==> src/rtl/trig_ctrl_pkg.sv <==
// Shared definitions for the trigger arm controller.
//   - trig_state_e : controller state encoding (also exported as a debug port)
//   - SHOT_W_DEF   : default width of the shot and timeout counters
package trig_ctrl_pkg;

  localparam int SHOT_W_DEF = 16;

  typedef enum logic [1:0] {
    ST_IDLE    = 2'd0,
    ST_ARM     = 2'd1,
    ST_FIRE    = 2'd2,
    ST_HOLDOFF = 2'd3
  } trig_state_e;

endpackage

==> src/rtl/trig_cycle_timer.sv <==
// 32-bit load/count/expire cycle counter, shared by the ARM window and the
// HOLDOFF interval of the trigger arm controller.
// Ports:
//   clk, rst     : clock, synchronous active-high reset
//   load         : restart the count at zero (wins over en)
//   en           : advance the count by one
//   limit        : window length in cycles
//   expire       : count has reached limit-1 (last cycle of the window)
module trig_cycle_timer (
  input  logic        clk,
  input  logic        rst,
  input  logic        load,
  input  logic        en,
  input  logic [31:0] limit,
  output logic        expire
);

  logic [31:0] count;

  always_ff @(posedge clk) begin
    if (rst) begin
      count <= 32'd0;
    end else if (load) begin
      count <= 32'd0;
    end else if (en) begin
      count <= count + 32'd1;
    end
  end

  // Unsigned compare; a zero limit wraps to all-ones, which the caller
  // treats separately (disabled timeout / pass-through holdoff).
  assign expire = (count == (limit - 32'd1));

endmodule

==> src/rtl/trig_arm_ctrl.sv <==
// Trigger arm controller: arms a trigger generator, waits for a detected
// pulse (or a window timeout), captures its time of flight, holds off and
// re-arms until the configured number of shots has been taken.
// Ports:
//   clk, rst                      : clock, synchronous active-high reset
//   cfg_trig_level_a/b/c,
//   cfg_param_mul/off, cfg_commit : staged generator settings, copied into
//                                   the shadow outputs on cfg_commit while
//                                   IDLE or HOLDOFF
//   cfg_timeout                   : ARM window in cycles, 0 = no timeout
//   cfg_holdoff                   : HOLDOFF length in cycles (0 acts as 1)
//   cfg_shots                     : shots per run, 0 = continuous
//   start, stop                   : single-cycle run controls (stop wins)
//   detect_pls_0/1, pulse_tof     : status from the trigger generator
//   trig_enable, trig_level_*,
//   param_mul/off                 : drive the trigger generator
//   res_valid, res_tof, res_ack   : result handshake
//   busy, shot_cnt, timeout_cnt,
//   overrun                       : run status (overrun is sticky per run)
//   fsm_state                     : current controller state (debug)
//
// Result handshake: res_valid/res_tof are held until res_ack is seen with
// res_valid high, after which res_valid drops on the next cycle. A new
// capture always replaces res_tof; if the previous result was still pending
// and not acknowledged in that same cycle, overrun is raised.
module trig_arm_ctrl
  import trig_ctrl_pkg::*;
#(
  parameter int SHOT_W = SHOT_W_DEF
) (
  input  logic              clk,
  input  logic              rst,
  input  logic [31:0]       cfg_trig_level_a,
  input  logic [31:0]       cfg_trig_level_b,
  input  logic [31:0]       cfg_trig_level_c,
  input  logic [31:0]       cfg_param_mul,
  input  logic [31:0]       cfg_param_off,
  input  logic              cfg_commit,
  input  logic [31:0]       cfg_timeout,
  input  logic [31:0]       cfg_holdoff,
  input  logic [SHOT_W-1:0] cfg_shots,
  input  logic              start,
  input  logic              stop,
  input  logic              detect_pls_0,
  input  logic              detect_pls_1,
  input  logic [31:0]       pulse_tof,
  output logic              trig_enable,
  output logic [31:0]       trig_level_a,
  output logic [31:0]       trig_level_b,
  output logic [31:0]       trig_level_c,
  output logic [31:0]       param_mul,
  output logic [31:0]       param_off,
  output logic              res_valid,
  output logic [31:0]       res_tof,
  input  logic              res_ack,
  output logic              busy,
  output logic [SHOT_W-1:0] shot_cnt,
  output logic [SHOT_W-1:0] timeout_cnt,
  output logic              overrun,
  output logic [1:0]        fsm_state
);

  localparam logic [SHOT_W-1:0] CNT_ONE = SHOT_W'(1);
  localparam logic [SHOT_W-1:0] CNT_MAX = {SHOT_W{1'b1}};

  trig_state_e state_q, state_d;
  logic        det_q;
  logic        rise, fall;
  logic        capture, timeout_hit, start_run, armed_d;
  logic        tmr_load, tmr_expire;
  logic [31:0] tmr_limit;

  // detect_pls_0 is status only; this controller acts on detect_pls_1.
  logic unused_ok;
  assign unused_ok = detect_pls_0;

  // det_q holds the previous detect_pls_1 sample only while armed. It is
  // primed with the live level on the arming edge, so a pulse that is
  // already high when ARM is entered must fall and rise again to count.
  assign rise = detect_pls_1 & ~det_q;
  assign fall = ~detect_pls_1 & det_q;

  assign tmr_limit = (state_q == ST_HOLDOFF) ? cfg_holdoff : cfg_timeout;
  // Any state change restarts the shared timer for the new window.
  assign tmr_load  = (state_d != state_q);

  trig_cycle_timer u_timer (
    .clk    (clk),
    .rst    (rst),
    .load   (tmr_load),
    .en     (1'b1),
    .limit  (tmr_limit),
    .expire (tmr_expire)
  );

  always_comb begin
    state_d     = state_q;
    capture     = 1'b0;
    timeout_hit = 1'b0;
    case (state_q)
      ST_IDLE: begin
        if (start) state_d = ST_ARM;
      end
      ST_ARM: begin
        if (rise) begin
          state_d = ST_FIRE;
        end else if (tmr_expire && (cfg_timeout != 32'd0)) begin
          state_d     = ST_HOLDOFF;
          timeout_hit = 1'b1;
        end
      end
      ST_FIRE: begin
        if (fall) begin
          state_d = ST_HOLDOFF;
          capture = 1'b1;
        end
      end
      ST_HOLDOFF: begin
        if (tmr_expire || (cfg_holdoff == 32'd0)) begin
          if ((cfg_shots != '0) && (shot_cnt == cfg_shots)) state_d = ST_IDLE;
          else                                              state_d = ST_ARM;
        end
      end
      default: state_d = ST_IDLE;
    endcase
    // stop overrides everything, including a capture on the same cycle.
    if (stop) begin
      state_d     = ST_IDLE;
      capture     = 1'b0;
      timeout_hit = 1'b0;
    end
  end

  assign start_run = (state_q == ST_IDLE) && start && !stop;
  assign armed_d   = (state_d == ST_ARM) || (state_d == ST_FIRE);

  always_ff @(posedge clk) begin
    if (rst) begin
      state_q      <= ST_IDLE;
      trig_enable  <= 1'b0;
      busy         <= 1'b0;
      det_q        <= 1'b0;
      trig_level_a <= 32'd0;
      trig_level_b <= 32'd0;
      trig_level_c <= 32'd0;
      param_mul    <= 32'd0;
      param_off    <= 32'd0;
      res_valid    <= 1'b0;
      res_tof      <= 32'd0;
      shot_cnt     <= '0;
      timeout_cnt  <= '0;
      overrun      <= 1'b0;
    end else begin
      state_q     <= state_d;
      trig_enable <= armed_d;
      busy        <= (state_d != ST_IDLE);
      det_q       <= armed_d ? detect_pls_1 : 1'b0;

      if (cfg_commit && ((state_q == ST_IDLE) || (state_q == ST_HOLDOFF))) begin
        trig_level_a <= cfg_trig_level_a;
        trig_level_b <= cfg_trig_level_b;
        trig_level_c <= cfg_trig_level_c;
        param_mul    <= cfg_param_mul;
        param_off    <= cfg_param_off;
      end

      if (start_run) begin
        shot_cnt    <= '0;
        timeout_cnt <= '0;
        overrun     <= 1'b0;
      end

      if (capture && (shot_cnt != CNT_MAX)) shot_cnt <= shot_cnt + CNT_ONE;
      if (timeout_hit && (timeout_cnt != CNT_MAX)) timeout_cnt <= timeout_cnt + CNT_ONE;

      if (capture) begin
        res_tof   <= pulse_tof;
        res_valid <= 1'b1;
        if (res_valid && !res_ack) overrun <= 1'b1;
      end else if (res_valid && res_ack) begin
        res_valid <= 1'b0;
      end
    end
  end

  assign fsm_state = state_q;

endmodule

==> config.mk <==
export PLATFORM = sky130hd
export DESIGN_NAME = trig_arm_ctrl
export DESIGN_NICKNAME = d
export VERILOG_FILES = /design/src/rtl/trig_ctrl_pkg.sv /design/src/rtl/trig_cycle_timer.sv /design/src/rtl/trig_arm_ctrl.sv
export SDC_FILE = /design/constraint.sdc
export NUM_CORES = 1
export LEC_CHECK = 0
export ABC_AREA = 1
export BUFFER_PORTS_ARGS = -buffer_cell sky130_fd_sc_hd__buf_2
export CAP_MARGIN = 20
export CORE_AREA = 2 2 196 198
export DETAILED_ROUTE_END_ITERATION = 10
export DIE_AREA = 0 0 198 200
export MAX_ROUTING_LAYER = met4
export PLACE_DENSITY = 0.7
export SETUP_SLACK_MARGIN = 0.4
export SLEW_MARGIN = 20
export SYNTH_ARGS = -nofsm -noshare
export SYNTH_HDL_FRONTEND = slang
export SYNTH_SLANG_ARGS = --single-unit
==> constraint.sdc <==
create_clock -name clk -period 9.5 [get_ports clk]
set_input_delay 0 -clock clk [delete_from_list [all_inputs] [get_ports clk]]
set_output_delay 0 -clock clk [all_outputs]
set_load 0.01 [all_outputs]
Word-level counts from Yosys, hierarchy flattened
Index checks and enable logic that the tools add are counted.
{"block": "classes", "addsub": 4, "n_reduce_logical": 24, "n_bitwise": 5, "muxes": 24, "n_eq_ne": 10}
{"op": "16-bit 2-to-1 mux", "n": 3}
{"op": "16-bit by 1-bit adder with 16-bit output (second input constant)", "n": 2}
{"op": "32-bit by 1-bit adder with 32-bit output (second input constant)", "n": 1}
{"op": "32-bit == test", "n": 1}
{"op": "32-bit zero test", "n": 1}
{"op": "32-bit 2-to-1 mux", "n": 1}
{"op": "16-bit inequality test (second input constant)", "n": 2}
{"op": "32-bit nonzero test", "n": 1}
{"op": "32-bit by 1-bit subtractor with 32-bit output (second input constant)", "n": 1}
{"op": "16-bit == test", "n": 1}
{"op": "16-bit nonzero test", "n": 1}
{"op": "1-bit 2-to-1 mux", "n": 13}
{"op": "2-bit 2-to-1 mux", "n": 6}
{"op": "1-bit logical AND", "n": 9}
{"op": "2-bit one-hot mux with 4 select lines", "n": 1}
{"op": "2-bit nonzero test", "n": 4}
{"op": "2-bit == test (second input constant)", "n": 3}
{"op": "2-bit by 1-bit == test with 1-bit output (second input constant)", "n": 2}
{"op": "2-bit OR reduction", "n": 2}
{"op": "1-bit logical OR", "n": 3}
{"op": "1-bit NOT", "n": 3}
{"op": "1-bit bitwise AND", "n": 2}
{"op": "1-bit zero test", "n": 2}
{"op": "2-bit zero test", "n": 1}
{"op": "2-bit inequality test", "n": 1}
{"block": "word_totals", "regBits": 263, "in_bits": 280, "output_inout_bits": 230}

Depth between registers and ports, before layout
Gate-level depths: netlist (run 1).
{"block": "depth", "word_depth": 13, "depth_mapped": 30, "ltp_nobuf": 27}

Modules after synthesis
From an unflattened synthesis (run 1), not the netlist that was laid out.
{"block": "hier_totals", "hier_cells": 1828, "area_unflattened_um2": 12702.2}
{"module": "trig_arm_ctrl", "area_per_inst_um2": 9656.8, "cells_per_inst": 1324, "instances": 1, "seq_area_each_um2": 4624.4}
{"module": "trig_cycle_timer", "area_per_inst_um2": 3045.4, "cells_per_inst": 504, "instances": 1, "seq_area_each_um2": 640.6}

Least setup slack after synthesis (run 1)
OpenSTA, ideal clock, no wires.
{"block": "synth_path", "path_kind": "register -> register", "startpoint": "register state_q[1] (netlist: fsm_state[1])", "endpoint": "register u_timer.count[15]", "path_stages_with_launch": 27, "slack_ps": 6197, "t_arrival_ps": 3183, "synth_period_minus_slack_ps": 3303, "required_time_ps": 9380, "path_buffers": 3, "cell_sequence": "dfxtp_1 ha_1 buf_6 buf_6 nand2_1 o21ai_1 ha_1 nand3_1 nor2_2 nand3_1 nor2_2 nand3_1 nand3_1 nand2_1 nor2_1 nand2_1 nor2_2 nand3_1 nand2_1 nand2_1 nand3_1 nand3_1 nand2_1 nand2_1 nand2_2 buf_6 nor3_2"}
{"block": "synth_between", "elab_chain_cells": 11}
{"element": "start: declaration", "line_no": "trig_arm_ctrl.sv:66", "source": "trig_state_e state_q, state_d;"}
{"element": "start signal: assignment", "line_no": "trig_arm_ctrl.sv:154", "source": "state_q <= state_d;"}
{"element": "2-bit == test", "line_no": "trig_arm_ctrl.sv:83, trig_arm_ctrl.sv:100"}
{"element": "32-bit 2-to-1 mux", "line_no": "trig_arm_ctrl.sv:83", "source": "assign tmr_limit = (state_q == ST_HOLDOFF) ? cfg_holdoff : cfg_timeout;"}
{"element": "32-bit by 1-bit subtractor with 32-bit output", "line_no": "trig_cycle_timer.sv:32", "source": "assign expire = (count == (limit - 32'd1));"}
{"element": "32-bit == test", "line_no": "trig_cycle_timer.sv:32"}
{"element": "1-bit logical AND", "line_no": "trig_arm_ctrl.sv:107", "source": "end else if (tmr_expire && (cfg_timeout != 32'd0)) begin"}
{"element": "2-bit 2-to-1 mux", "line_no": "trig_arm_ctrl.sv:107"}
{"element": "2-bit 2-to-1 mux", "line_no": "trig_arm_ctrl.sv:105", "source": "if (rise) begin"}
{"element": "2-bit one-hot mux with 4 select lines", "line_no": "trig_arm_ctrl.sv:100", "source": "case (state_q)"}
{"element": "2-bit 2-to-1 mux", "line_no": "trig_arm_ctrl.sv:127", "source": "if (stop) begin"}
{"element": "2-bit inequality test *", "line_no": "trig_arm_ctrl.sv:85", "source": "assign tmr_load = (state_d != state_q);"}
{"element": "2-bit OR reduction (no line) *"}
{"element": "end signal: assignment", "line_no": "trig_cycle_timer.sv:26", "source": "count <= count + 32'd1;"}
{"element": "end: declaration", "line_no": "trig_cycle_timer.sv:18", "source": "logic [31:0] count;"}
Every way passes the cells marked *; elsewhere a longest branch is shown, timed or not.
A chain may end at the register's enable or synchronous reset.

Worst setup path in the final report (run 1)
{"block": "layout_path", "startpoint": "register state_q[1] (netlist: fsm_state[1])", "endpoint": "register u_timer.count[0]"}
The elaborated chain is that of the path after synthesis.

==> metrics.txt, run 1 <==
status=finished, final reports clean; IO Pins=510; hpwl dp=34730 um; largest net degree at the start of global routing=118; Initial Utilization=0.3547; I/O Buffers=508; #FFs+latches synth=263; part of the power in registers=0.425; CTS resizes=0; Synth top area share=0.3969; sequential fraction of the synthesis area=0.3969; Hold WC Path Type=in -> reg; Slew HR=0.3251; cell total after placement=2940; Critical Path RT=9880 ps; GRT Overall Usage=0.2497; Worst-Margin Slew=1012 ps; RePlAce Congestion=0.9009; total congestion overflow=0; post-CTS setup repair buffer count=0; H-tree levels=1; final worst path period need=4878 ps; initial antenna violation count=2; Final Hold Vio Count=0; FF+latch area=5265 um^2; CTS tree=built; NumNets Final=2948; CTS Buf Count=28; # setup viols final=0; count leader, synth=nor2_1; most frequent cells after synthesis=494 x nor2_1, 405 x nand2_1, 263 x dfxtp_1; Slew Viols, Final=0; Reg clk slew, reported paths=70 ps; Layout Skew=13.73 ps; 1st-pass router iterations=6; antenna-violating nets left=0; Clk pwr share=0.397; CP endpoint kind=flop; area of the multi-input gates=6888 um^2; Die ar.=39600 um^2; die width=198 um; post-synthesis instance total=2004; die height=200 um; Leak=9.103 nW; mean post-synth cell area=6.620 um^2; Unique masters post-synth=41; WL/cell=15.75 um; internal cell power=2.041 mW; # Max-Cap Violations=0; area of the core=37400 um^2; fraction of registers with async set or reset after synthesis=0; Iter 0 DRT Violations=857; vias in the first global route=15170; Largest stage delay, worst path=700 ps; synth top area cells=dfxtp_1 40%, nor2_1 14%, nand2_1 11%; cell area after synthesis=13270 um^2; post-route insts no fill=3192; clk_lat worst skew=540 ps; via count=15580; number of flops mapped to enable cells by yosys=0; CP max stage cell=nand2_2; critical path launch point type=flop; post-synth net total=2294; drt drc=0; post-synth top area cell=dfxtp_1; Setup CP Type=reg -> reg; CTS Sinks=263; Peak supply drop=167.8 uV; CTS root buf=clkbuf_16; Final period util=0.5135; Filler cells=3494; first-pass GRT wire length=77010 um; crit path DAT=5260 ps; Synth Flop Type=dfxtp_1; Worst Path Max Fanout=61; achievable frequency=205.0 MHz; Routed Wire Length=50260 um; Synth Warn #=0; fraction of layout cells with a size suffix above 1=0.2419; delay-heaviest family, CP=simple AND/OR/NAND/NOR gates; combinational power share=0.178; switching share of power=0.2829; Pwr per Cell Area=149.6 nW/um^2; sw power=805.0 uW; Final TNS setup=0 ps; Area Growth Syn to Fin=43.38%; via/cell ratio=4.882; CP most frequent cell=nand2_1; row count=71; RSZ-0062 raised after global routing=no; CTS Buffer Depth=3; WP buf/inv=2
[power groups by stage]
stage               Combinational [mW]  Clock (mW)  Sequential, mW
global route                     0.553        1.19            1.21
finish                           0.507        1.13            1.21
global placement                 0.419           0            1.22
floorplan                        0.202           0            1.26
detailed placement               0.425           0            1.23
CTS                              0.492        1.15            1.20
[timing repair]
item | in CTS | in global routing
endpoints found under the setup margin | 0 | 0
endpoints found under the hold margin | 199 | 0
hold buffers | 199 | 0
[per-stage QoR]
stage | power [mW] | setup WS, ps | instance area, um^2 | util | hold slack, ps
after floorplan | 1.461 | 6197 | 13270 | - | 134.9
after detailed placement | 1.651 | 4609 | 16070 | 0.4297 | 224.2
after global routing | 2.962 | 4031 | 19020 | 0.5086 | 213.9
after CTS | 2.849 | 4589 | 19020 | 0.5085 | 185.9
final | 2.846 | 4622 | 19020 | 0.5086 | 205.2
after global placement | 1.643 | 4740 | 16070 | 0.4297 | 221.5
[state kept, by name, summed over array words and instances, names as in the netlist, 2 cells and up]
name	count
fsm_state	2
trig_level_c	32
res_tof	32
param_mul	32
param_off	32
trig_level_a	32
u_timer.count	32
trig_level_b	32
shot_cnt	16
timeout_cnt	16
[path summary, 6_finish.rpt]
check                              startpoint                to  slack [ps]  cells past startpoint
worst min-delay path            cfg_shots[13]      fsm_state[0]         210                      9
worst max register to register   fsm_state[1]  u_timer.count[0]        4620                     25
worst min register to register        overrun           overrun         470                      2
worst max-delay path             fsm_state[1]  u_timer.count[0]        4620                     25
[final cells by class]
type / instances / share of cell area
Multi-Input combinational cell: 1471 / 0.3621
Inverter: 180 / 0.03591
Clock inverter: 12 / 0.006907
Timing Repair Buffer: 714 / 0.2411
Sequential cell: 263 / 0.2768
Tap cell: 511 / 0.03361
Clock buffer: 39 / 0.04328
Antenna cell: 2 / 0.0002631
[tightest hold or removal path: cells and delay by family]
family | cells | cell delay [ps]
xor+xnor | 1 | 60
buf+inv | 1 | 100
simple gates | 7 | 560
[cell families (layout without fill, tap and decap cells)]
group                      count (synthesis)  in the layout  share of synthesized area
AOI/OAI and AO/OA                        263            263                     0.1020
xor gates and xnor gates                  54             54                    0.03565
adders and majority gates                 10             10                   0.009431
buffers and inverters                    270            945                    0.08469
DFF                                      263            263                     0.3969
other                                      0              2                          0
and+or+nand+nor                         1144           1144                     0.3713
[layout by cell type (no fill, tap or decap), types with 21 or more instances in the layout]
master           n
nor4_1          21
xor2_1          46
nand3_1         89
o21ai_0        211
dlygate4sd3_1  199
inv_1          170
buf_2          508
clkbuf_16       29
nand2_1        405
a21oi_1         34
nor2_1         493
nor3_2          30
nand4_1         26
dfxtp_1        263
[layer usage]
layer	routed length [um]	global-route usage
met5	0	-
met1	18870	0.2711
met3	2979	0.03175
met2	24960	0.4396
met4	3448	0.1479
Note: power is estimated with default switching activity, not from simulation.
==> run 2, diff against run 1 <==
CORE_AREA = 2 2 198 200   (was 2 2 196 198)
DIE_AREA = 0 0 200 202   (was 0 0 198 200)
PLACE_DENSITY = 0.69   (was 0.7)
clock period = 4.8 ns   (was 9.5 ns; I/O delays follow)
==> metrics.txt, run 2 (synthesis results as in run 1) <==
status=finished, final reports clean; CP endpoint kind=flop; # setup viols final=0; pre-CTS setup slack=431.6 ps; Slew HR=0.2448; I/O Buffers=508; Levels on crit path=28; first-pass GRT wire length=79730 um; Final Hold Vio Count=0; CP most frequent cell=nand2_1; CTS Sinks=263; critical path launch point type=flop; Die ar.=40400 um^2; worst hold stages=5; Critical Path RT=5270 ps; CTS Buf Count=28; Hold WC Path Type=in -> reg; Leak=9.135 nW; crit path DAT=4390 ps; Slew Viols, Final=0; Cell Area, Placed=16150 um^2; reg-to-reg startpoint=fsm_state[1]; IO Pins=510; area of the core=38290 um^2; row count=72; Filler cells=3604; Final period util=0.8180; die height=202 um; final worst path period need=3926 ps; cell area after layout=19120 um^2; CTS tree=built; Initial Utilization=0.3465; antenna-violating nets left=0; total congestion overflow=0; NumNets Final=2956; min-delay src=cfg_commit; delay-heaviest family, CP=simple AND/OR/NAND/NOR gates; via/cell ratio=4.947; RSZ-0062 raised after global routing=no; CTS Buffer Depth=3; most common cell after layout, fill and taps aside=buf_2; Final TNS setup=0 ps; 1st-pass router iterations=6; worst reg-to-reg path cell count=28; vias in the first global route=15680; CP max stage cell=dfxtp_1; Largest stage delay, worst path=410 ps; Final Util=0.4994; die width=200 um; fraction of layout cells with a size suffix above 1=0.2429; clk_lat worst skew=540 ps; initial antenna violation count=3; WP buf/inv=4; Area Growth Syn to Fin=44.13%; Reg clk slew, reported paths=60 ps; final setup margin=873.5 ps; hpwl dp=35050 um; commonest non-fill, non-tap cells in the layout=508 x buf_2, 493 x nor2_1, 405 x nand2_1; Worst Path Max Fanout=48; Worst-Margin Slew=1133 ps; via count=15860; H-tree levels=1; Worst Setup SP=fsm_state[1]; largest net degree at the start of global routing=128; RePlAce Congestion=0.9049; # Max-Cap Violations=0; CTS root buf=clkbuf_16; Setup CP Type=reg -> reg; Layout Skew=11.70 ps; Iter 0 DRT Violations=1007; GRT Overall Usage=0.2513; Peak supply drop=325.4 uV; Routed Wire Length=51100 um; Pwr per Cell Area=291.2 nW/um^2; drt drc=0; achievable frequency=254.7 MHz; WL/cell=15.94 um
-- run 2: through the flow --
stage / total power, mW / hold slack [ps] / std cells
after global routing: 5.793 / 77.46 / 3205
after global placement: 3.260 / 220.2 / 2953
after CTS: 5.568 / 19.02 / 3202
after detailed placement: 3.276 / 227.5 / 2953
final: 5.568 / 49.63 / 3205
after floorplan: 2.891 / 134.9 / 2004
-- run 2: where the power goes --
group          internal (mW)  switching, mW  total [mW]
Clock                   1.27          0.883        2.16
Combinational          0.419          0.602        1.02
Sequential              2.32         0.0712        2.39
-- run 2: path summary, 6_finish.rpt --
path	slack, ps	endpoint
max reg2reg	870	u_timer.count[0]
min reg2reg	480	res_tof[24]
max	870	u_timer.count[0]
min	50	trig_level_c[12]
-- run 2: what timing repair did --
| action | in CTS | in global routing |
|---|---|---|
| hold buffers | 201 | 0 |
| setup buffers | 0 | 0 |
| endpoints found under the setup margin | 0 | 50 |
| gates resized for setup | 0 | 7 |
| endpoints found under the hold margin | 227 | 0 |
-- run 2: per-layer routing --
layer / global-route usage / vias up / part of all wire
li1: - / 7682 / -
met1: 0.2677 / 7259 / 0.37
met2: 0.4330 / 718 / 0.49
met3: 0.03871 / 196 / 0.068
met4: 0.1587 / 0 / 0.075
met5: - / - / 0
-- run 2: area by class of cell --
type                    count  area (um^2)  share of cell area
multi-input cells        1471         6908              0.3613
flip-flops and latches    263         5265              0.2754
repair buffers            722         4684              0.2450
clock buffers              41        850.8             0.04450
inverters                 180        688.2             0.03599
well taps                 518        648.1             0.03390
clock inverters             7        68.82            0.003599
diodes                      3        7.507           0.0003926
-- run 2: worst min-delay path: stages --
cell,delay [ps]
buf_2,100
inv_1,90
nor2_4,140
o21ai_0,170
nor2_1,50
